$ cat config.mk
export PLATFORM = sky130hd
export DESIGN_NAME = obstacle_scroller_flat
export DESIGN_NICKNAME = d
export VERILOG_FILES = /design/src/rtl/obstacle_scroller_if.sv /design/src/rtl/obstacle_scroller.sv /design/src/flat_wrapper.sv
export SDC_FILE = /design/constraint.sdc
export NUM_CORES = 1
export LEC_CHECK = 0
export CAP_MARGIN = 15
export CORE_MARGIN = 4
export CORE_UTILIZATION = 49
export DETAILED_ROUTE_END_ITERATION = 16
export GPL_ROUTABILITY_DRIVEN = 0
export PLACE_DENSITY_LB_ADDON = 0.3
export SYNTH_ARGS = -nofsm -noshare
export SYNTH_HDL_FRONTEND = slang
export SYNTH_SLANG_ARGS = --single-unit
export TNS_END_PERCENT = 10
$ cat constraint.sdc
create_clock -name i_clk -period 2.5 [get_ports i_clk]
set_clock_uncertainty 0.2 [all_clocks]
set_input_delay 0.25 -clock i_clk [delete_from_list [all_inputs] [get_ports i_clk]]
set_output_delay 0.25 -clock i_clk [all_outputs]
set_load 0.1 [all_outputs]
$ cat src/rtl/obstacle_scroller_if.sv
// Obstacle pair handshake between the random generator (master) and the
// scrolling lane (slave).
//   pair  : [1] = head column, [0] = tail column
//   valid : pair holds a descriptor pair
//   req   : lane buffer is empty and can take a pair
interface obstacle_scroller_if #(
   parameter int unsigned OBJ_W = 24
);
   logic [1:0][OBJ_W-1:0] pair;
   logic                  valid;
   logic                  req;

   modport master (output pair, output valid, input req);
   modport slave  (input pair, input valid, output req);
endinterface

$ cat src/rtl/obstacle_scroller.sv
// Scrolling obstacle lane. SLOTS columns shift one place toward the exit on
// every honoured step. Obstacle pairs arrive through a single-entry buffer.
// Each pair is inserted as two adjacent columns, followed by SPACING empty
// columns. The lane reports its front obstacle and a pulse for each occupied
// column that leaves, and keeps a saturating count of those columns.
// Ports:
//   i_clk, i_reset  clock, synchronous active-high reset
//   i_run           0 freezes the lane; a pair can still load into the buffer
//   i_step          one-cycle advance request
//   pair_if         pair/valid/req handshake (slave side)
//   o_slots, o_occ  column contents and occupied flags (slot 0 = entry)
//   o_front         highest-index occupied column, 0 when the lane is empty
//   o_front_valid   any column occupied
//   o_passed        one-cycle pulse when an occupied column leaves
//   o_score         count of columns that left, saturating
module obstacle_scroller #(
   parameter int unsigned SLOTS   = 8,
   parameter int unsigned OBJ_W   = 24,
   parameter int unsigned H_W     = 5,
   parameter int unsigned SPACING = 4,
   parameter int unsigned SCORE_W = 8
) (
   input  logic                        i_clk,
   input  logic                        i_reset,
   input  logic                        i_run,
   input  logic                        i_step,
   obstacle_scroller_if.slave          pair_if,
   output logic [SLOTS-1:0][OBJ_W-1:0] o_slots,
   output logic [SLOTS-1:0]            o_occ,
   output logic [OBJ_W-1:0]            o_front,
   output logic                        o_front_valid,
   output logic                        o_passed,
   output logic [SCORE_W-1:0]          o_score
);

   localparam int unsigned GAP_W = (SPACING > 0) ? $clog2(SPACING + 1) : 1;

   if (SLOTS < 3 || H_W > OBJ_W) begin : g_param_check
      $error("obstacle_scroller: needs SLOTS >= 3 and H_W <= OBJ_W");
   end

   typedef enum logic [1:0] {S_WAIT, S_TAIL, S_GAP} state_t;

   state_t                      r_state;
   logic [SLOTS-1:0][OBJ_W-1:0] r_slots;
   logic [SLOTS-1:0]            r_occ;
   logic [1:0][OBJ_W-1:0]       r_buf;
   logic                        r_buf_full;
   logic [GAP_W-1:0]            r_gap_cnt;
   logic                        r_passed;
   logic [SCORE_W-1:0]          r_score;
   logic                        w_adv;
   logic [OBJ_W-1:0]            w_front;

   assign w_adv = i_run & i_step;

   always_ff @(posedge i_clk) begin
      if (i_reset) begin
         r_state    <= S_WAIT;
         r_slots    <= '0;
         r_occ      <= '0;
         r_buf      <= '0;
         r_buf_full <= 1'b0;
         r_gap_cnt  <= '0;
         r_passed   <= 1'b0;
         r_score    <= '0;
      end else begin
         // The buffer is full throughout TAIL, so this load can never collide
         // with the TAIL clear below.
         if (pair_if.valid && !r_buf_full) begin
            r_buf      <= pair_if.pair;
            r_buf_full <= 1'b1;
         end

         if (w_adv) begin
            r_slots[SLOTS-1:1] <= r_slots[SLOTS-2:0];
            r_occ[SLOTS-1:1]   <= r_occ[SLOTS-2:0];
            r_passed           <= r_occ[SLOTS-1];
            if (r_occ[SLOTS-1] && (r_score != '1)) begin
               r_score <= r_score + 1'b1;
            end

            case (r_state)
               S_WAIT: begin
                  // Decision uses the registered full flag: a pair loaded in
                  // this same cycle only becomes the head on the next advance.
                  if (r_buf_full) begin
                     r_slots[0] <= r_buf[1];
                     r_occ[0]   <= 1'b1;
                     r_state    <= S_TAIL;
                  end else begin
                     r_slots[0] <= '0;
                     r_occ[0]   <= 1'b0;
                  end
               end
               S_TAIL: begin
                  r_slots[0] <= r_buf[0];
                  r_occ[0]   <= 1'b1;
                  r_buf_full <= 1'b0;
                  if (SPACING > 0) begin
                     r_gap_cnt <= GAP_W'(SPACING);
                     r_state   <= S_GAP;
                  end else begin
                     r_state <= S_WAIT;
                  end
               end
               S_GAP: begin
                  r_slots[0] <= '0;
                  r_occ[0]   <= 1'b0;
                  r_gap_cnt  <= r_gap_cnt - 1'b1;
                  if (r_gap_cnt == GAP_W'(1)) begin
                     r_state <= S_WAIT;
                  end
               end
               default: r_state <= S_WAIT;
            endcase
         end else begin
            r_passed <= 1'b0;
         end
      end
   end

   // Ascending scan so the highest occupied index wins.
   always_comb begin
      w_front = '0;
      for (int unsigned i = 0; i < SLOTS; i++) begin
         if (r_occ[i]) begin
            w_front = r_slots[i];
         end
      end
   end

   assign pair_if.req   = !r_buf_full;
   assign o_slots       = r_slots;
   assign o_occ         = r_occ;
   assign o_front       = w_front;
   assign o_front_valid = |r_occ;
   assign o_passed      = r_passed;
   assign o_score       = r_score;

endmodule

$ cat src/flat_wrapper.sv
// flat-port wrapper written by rule: the top's interface ports become plain ports
module obstacle_scroller_flat 
#(
   parameter int unsigned SLOTS   = 8,
   parameter int unsigned OBJ_W   = 24,
   parameter int unsigned H_W     = 5,
   parameter int unsigned SPACING = 4,
   parameter int unsigned SCORE_W = 8
)
  (i_clk, i_reset, i_run, i_step, o_slots, o_occ, o_front, o_front_valid, o_passed, o_score, pair_if_pair, pair_if_valid, pair_if_req);
  obstacle_scroller_if #(.OBJ_W(OBJ_W)) pair_if_i ();
  input  logic i_clk;
  input  logic i_reset;
  input  logic i_run;
  input  logic i_step;
  output logic [SLOTS-1:0][OBJ_W-1:0] o_slots;
  output logic [SLOTS-1:0] o_occ;
  output logic [OBJ_W-1:0] o_front;
  output logic o_front_valid;
  output logic o_passed;
  output logic [SCORE_W-1:0] o_score;
  input wire logic [$bits(pair_if_i.pair)-1:0] pair_if_pair;
  input wire logic [$bits(pair_if_i.valid)-1:0] pair_if_valid;
  output wire logic [$bits(pair_if_i.req)-1:0] pair_if_req;
  assign pair_if_i.pair = pair_if_pair;
  assign pair_if_i.valid = pair_if_valid;
  assign pair_if_req = pair_if_i.req;
  obstacle_scroller #(.SLOTS(SLOTS), .OBJ_W(OBJ_W), .H_W(H_W), .SPACING(SPACING), .SCORE_W(SCORE_W)) u_core (.i_clk(i_clk), .i_reset(i_reset), .i_run(i_run), .i_step(i_step), .pair_if(pair_if_i), .o_slots(o_slots), .o_occ(o_occ), .o_front(o_front), .o_front_valid(o_front_valid), .o_passed(o_passed), .o_score(o_score));
endmodule
; ---- After elaboration in Yosys (flattened, before gate mapping)
; Index checks and enable logic that the tools add are counted.
[word_totals]
input_bits = 53
reg_bits = 263
word_cells = 58
ram_bits = 0
n_memories = 0
latch_bits = 0
mem_bits_ro = 0
output_inout_bits = 235
[op_classes]
bitwise_logic = 2
order_cmp = 0
muxes = 19
eq_ne = 6
n_shift = 0
addsub = 2
mul = 0
div_mod_pow = 0
n_reduce_logical = 12
[op_table]
columns = cell, count
row1 = 24-bit 2-to-1 mux, 9
row2 = 24-bit case mux with 3 select lines, 1
row3 = "8-bit by 1-bit adder with 8-bit output, second input constant", 1
row4 = "8-bit != test, second input constant", 1
row5 = 8-bit OR reduction, 1
row6 = 2-bit case mux with 3 select lines, 1
row7 = 3-bit case mux with 2 select lines, 1
row8 = 2-bit AND reduction, 3
row9 = 1-bit 2-to-1 mux, 4
row10 = 2-bit 2-to-1 mux, 2
row11 = "2-bit by 1-bit != test with 1-bit output, second input constant", 2
row12 = "3-bit by 1-bit == test with 1-bit output, second input constant", 1
row13 = 1-bit case mux with 3 select lines, 1
row14 = 3-bit AND reduction, 1
row15 = 3-bit nonzero test, 1
row16 = "3-bit by 1-bit subtractor with 3-bit output, second input constant", 1
row17 = "2-bit by 1-bit == test with 1-bit output, second input constant", 1
row18 = "2-bit == test, second input constant", 1
row19 = 1-bit logical AND, 2
row20 = 2-bit logical NOT, 1
row21 = 2-bit nonzero test, 1
row22 = 2-bit OR reduction, 1
row23 = 1-bit bitwise AND, 1
row24 = 1-bit logical NOT, 1
row25 = 1-bit inverter, 1

; ---- Logic depth before layout (Yosys ltp)
[depth]
depth_word = 8
mapped_depth = 7
mapped_depth_nobuf = 6

; ---- Least setup slack after synthesis
; Ideal clock, no wire load.
[synth_path]
path_kind = register to output
startpoint = register u_core.r_occ[3], in the netlist u_core.o_occ[3]
endpoint = output o_front[19]
path_buffers = 0
stages_incl_launch_ff = 5
t_arrival_ns = 3.533
required_ns = 2.050
path_slack_ns = -1.483
cell_sequence = dfxtp_1 -> or2b_2 -> o22ai_1 -> or4_1 -> a31oi_1
[synth_between]
elab_chain_len = 5
[synth_lines]
columns = element, line
row1 = from (decl), obstacle_scroller.sv:46  ; logic [SLOTS-1:0] r_occ;
row2 = "from (signal, indexed assignment)", obstacle_scroller.sv:77  ; r_occ[SLOTS-1:1] <= r_occ[SLOTS-2:0];
row3 = 24-bit 2-to-1 mux (5 in a row), obstacle_scroller.sv:127  ; if (r_occ[i]) begin
row4 = to (decl), flat_wrapper.sv:18  ; output logic [OBJ_W-1:0] o_front;
; No other way between the ends.

; ---- Worst setup path in the final report
[layout_path]
startpoint = register u_core.r_occ[1], in the netlist u_core.o_occ[1]
endpoint = output o_front[1]
[layout_between]
elab_chain_len = 7
[layout_lines]
columns = element, line
row1 = 24-bit 2-to-1 mux (7 in a row), obstacle_scroller.sv:127
; No other way between the ends.

==> impl_results.md <==
- Status: finished with violations
- Failing checks: setup timing
- Fmax: between 0.3 and 0.4 GHz
- Post-synthesis sequential area ratio: 0.478
- Global route overflow: 0
- Final count of pins violating max slew: 0
- Clock Latency Late Sink: 0.52 ns
- ANT cells: 0
- CP Capture Type: primary output
- Hpwl dp: 25000 microns
- Initial DRC count: 1027
- Syn Area/Cell: ~7.4 sq um
- Initial antenna violation count: 0
- Post-synthesis xor/xnor area fraction: 0.00159
- Clock transition at path regs: 0.06 ns
- CP Launch Type: register
- Clock tree buffer depth: 3
- Dpl cell area: 14200 sq um
- Post-Syn Instances: 1478
- Post-synthesis mux area share: 0.00455
- EDFF count, synth: 0
- # hold bufs at CTS: 0
- Die Height: between 150 and 200 microns
- Cell Area, Synth: 11000 sq um
- Combinational family with the most area after synthesis: compound AO/OA/AOI/OAI gates
- Setup Viol. Count Final: 24
- Share of power burned in registers: 0.473
- Starting Density: 0.501
- Crit path kind: reg2out
- Relative slew slack: 0.489
- WL final: 36100 microns
- Non-Filler Instances: 2000
- CTS tree: built
- Fin util: 0.695
- Synth Area in Simple Gates: 0.223
- RSZ-0062 raised after global routing: true
- Min-delay worst type: in2reg
- Clock Power Share: 0.412
- Max Cap Violations: 0
- Hold Crit Depth: 3
- Ports: around 290
- Die Width: 158 microns
- Yosys warns: 0
- Reg2reg path depth: 6
- Pre-Repair DR Iteration Count: 6
- Gate power share: 0.116
- Cell Rows: 54
- Internal power: 6.80 mW
- WL/cell: 18.0 microns
- Largest net degree at the start of global routing: 108
- Synth Area in Compound Gates: 0.225
- Async SR Flop Fraction: 0
- Via density: between 5 and 6
- Fin nets: approximately 1800
- Die ar.: around 25000 sq um
- Crit path DAT: 2.23 ns
- Synth Flop Type: dfxtp_1
- FF+latch count, synth: 263
- CP required: 2.05 ns
- Leak: ~5.7 nW
- Synth-to-Final Area Change: 38.6%
- H-tree Lvls: 1
- Max Fanout on Critical Path: 5
- Post-synth cell types: 44
- NetSw: about 2.4 mW
- Total GRT Usage: 0.271
- Global-route wire length before repair: 54900 microns
- PwrDens: 604 nW/um^2
- Sw frac: 0.262
- Mapped Nets: 1539
- ANT nets after route: 0
- Post-route cell area: about 15000 sq um
- Peak VDD IR: 0.000434 V
- Number of global-route vias before repair: 10000
- Root buffer cell: clkbuf_16
- Inserted Clock Buffers: 27
- Post-route setup slack: -0.179 ns
- Drt drc: 0
- Worst-margin pin slew: 0.766 ns
- Post-synthesis adder-cell area fraction: 0.00910
- Dpl cells: 1951
- Period utilization: 1.07
- Final Hold Vio Count: 0
- Pwr Total: 9.21 mW
- Port bufs: about 290
- Layout cell share with drive strength beyond 1: 0.244
- Core area: 22000 sq um
- Min Tclk post-route: about 2.7 ns
- Clk sinks: 263
- Routed vias: 11400
[logic make-up (layout without fill, tap and decap cells)]
kind of cell               after synthesis  in the layout
muxes                                    5              5
buffers and inverters                  156            397
AOI/OAI and AO/OA                      426            426
DFF                                    263            263
adders and majority gates                8              8
and+or+nand+nor                        618            619
xor gates and xnor gates                 2              2
[flip-flops by register name (all words and copies together), names as in the netlist]
name               cells
u_core.o_occ           8
u_core.o_passed        1
u_core.o_score         8
u_core.o_slots       192
u_core.r_buf          48
u_core.r_buf_full      1
u_core.r_gap_cnt       3
u_core.r_state         2
[power by group through the flow]
stage               Sequential [mW]  Clock [mW]  Combinational, mW
finish                         4.35        3.79               1.07
global placement               4.44           0               1.03
global route                   4.36        4.05               1.13
detailed placement             4.44           0               1.04
CTS                            4.35        3.85               1.05
floorplan                      4.67           0              0.458
[worst max-delay path: stages (launching register included)]
cell	delay [ns]
dfxtp_4	0.35
and2b_4	0.33
clkbuf_16	0.17
a221oi_2	0.06
or3_4	0.40
a21oi_4	0.20
buf_12	0.19
[Yosys cell counts (19+ instances only)]
master	count	share of area
dfxtp_1	263	0.48
or3_1	19	0.011
inv_1	28	0.0096
buf_2	23	0.010
clkbuf_1	92	0.031
nand2_1	484	0.17
o22ai_1	27	0.015
a21oi_1	287	0.13
a31oi_1	31	0.018
a221oi_1	44	0.035
nor2_1	85	0.029
a211oi_1	27	0.018
[final cells by class]
cell class                      count  area [sq um]
Clock buffer                       41           808
Inverter                           28           105
Multi-Input combinational cell   1060          5510
Sequential cell                   263          5340
Clock inverter                      4          23.8
Fill cell                        1730          6710
Timing Repair Buffer              324          3120
Tap cell                          280           350
[layer usage]
metal | track usage | vias to the layer above | part of all wire
li1 | - | 5476 | -
met1 | 0.385 | 5264 | 0.42
met2 | 0.418 | 541 | 0.45
met3 | 0.0506 | 96 | 0.096
met4 | 0.0881 | 0 | 0.041
met5 | 0 | - | 0
[what timing repair did]
action / CTS / global route
endpoints found under the setup margin: 24 / 24
pin swaps: 4 / 10
setup buffers: 0 / 0
resized for setup: 30 / 9
gates cloned: 0 / 4
[worst paths after layout]
| kind | from | endpoint | slack [ns] |
|---|---|---|---|
| setup reg to reg | u_core.r_state[0] | u_core.o_slots[19] | 0.56 |
| setup / recovery | u_core.o_occ[1] | o_front[1] | -0.18 |
| hold / removal | pair_if_pair[44] | u_core.r_buf[44] | 0.07 |
| hold reg to reg | u_core.r_buf[13] | u_core.r_buf[13] | 0.25 |
[stage by stage]
step	worst slack, ns	setup TNS (ns)	hold WS [ns]
floorplan	-0.0424	-0.739	0.186
detailed placement	0.224	0	0.247
CTS	-0.173	-2.60	0.0599
finish	-0.179	-2.93	0.0741
global placement	0.298	0	0.241
global route	-0.211	-4.13	0.0685
[layout by cell type (no fill, tap or decap), drive strengths merged, types with 3 or more instances in the layout]
| cell type | count |
|---|---|
| a31oi | 31 |
| buf | 270 |
| or4 | 3 |
| ha | 8 |
| clkbuf | 44 |
| nand2 | 484 |
| a221oi | 44 |
| nor2 | 85 |
| a21oi | 287 |
| o22ai | 27 |
| dfxtp | 263 |
| or3 | 20 |
| clkdlybuf4s50 | 51 |
| inv | 28 |
| clkinv | 4 |
| nand3 | 4 |
| mux2i | 5 |
| a211oi | 27 |
| nor3 | 4 |
No activity file was read; power rests on OpenSTA's default activity.
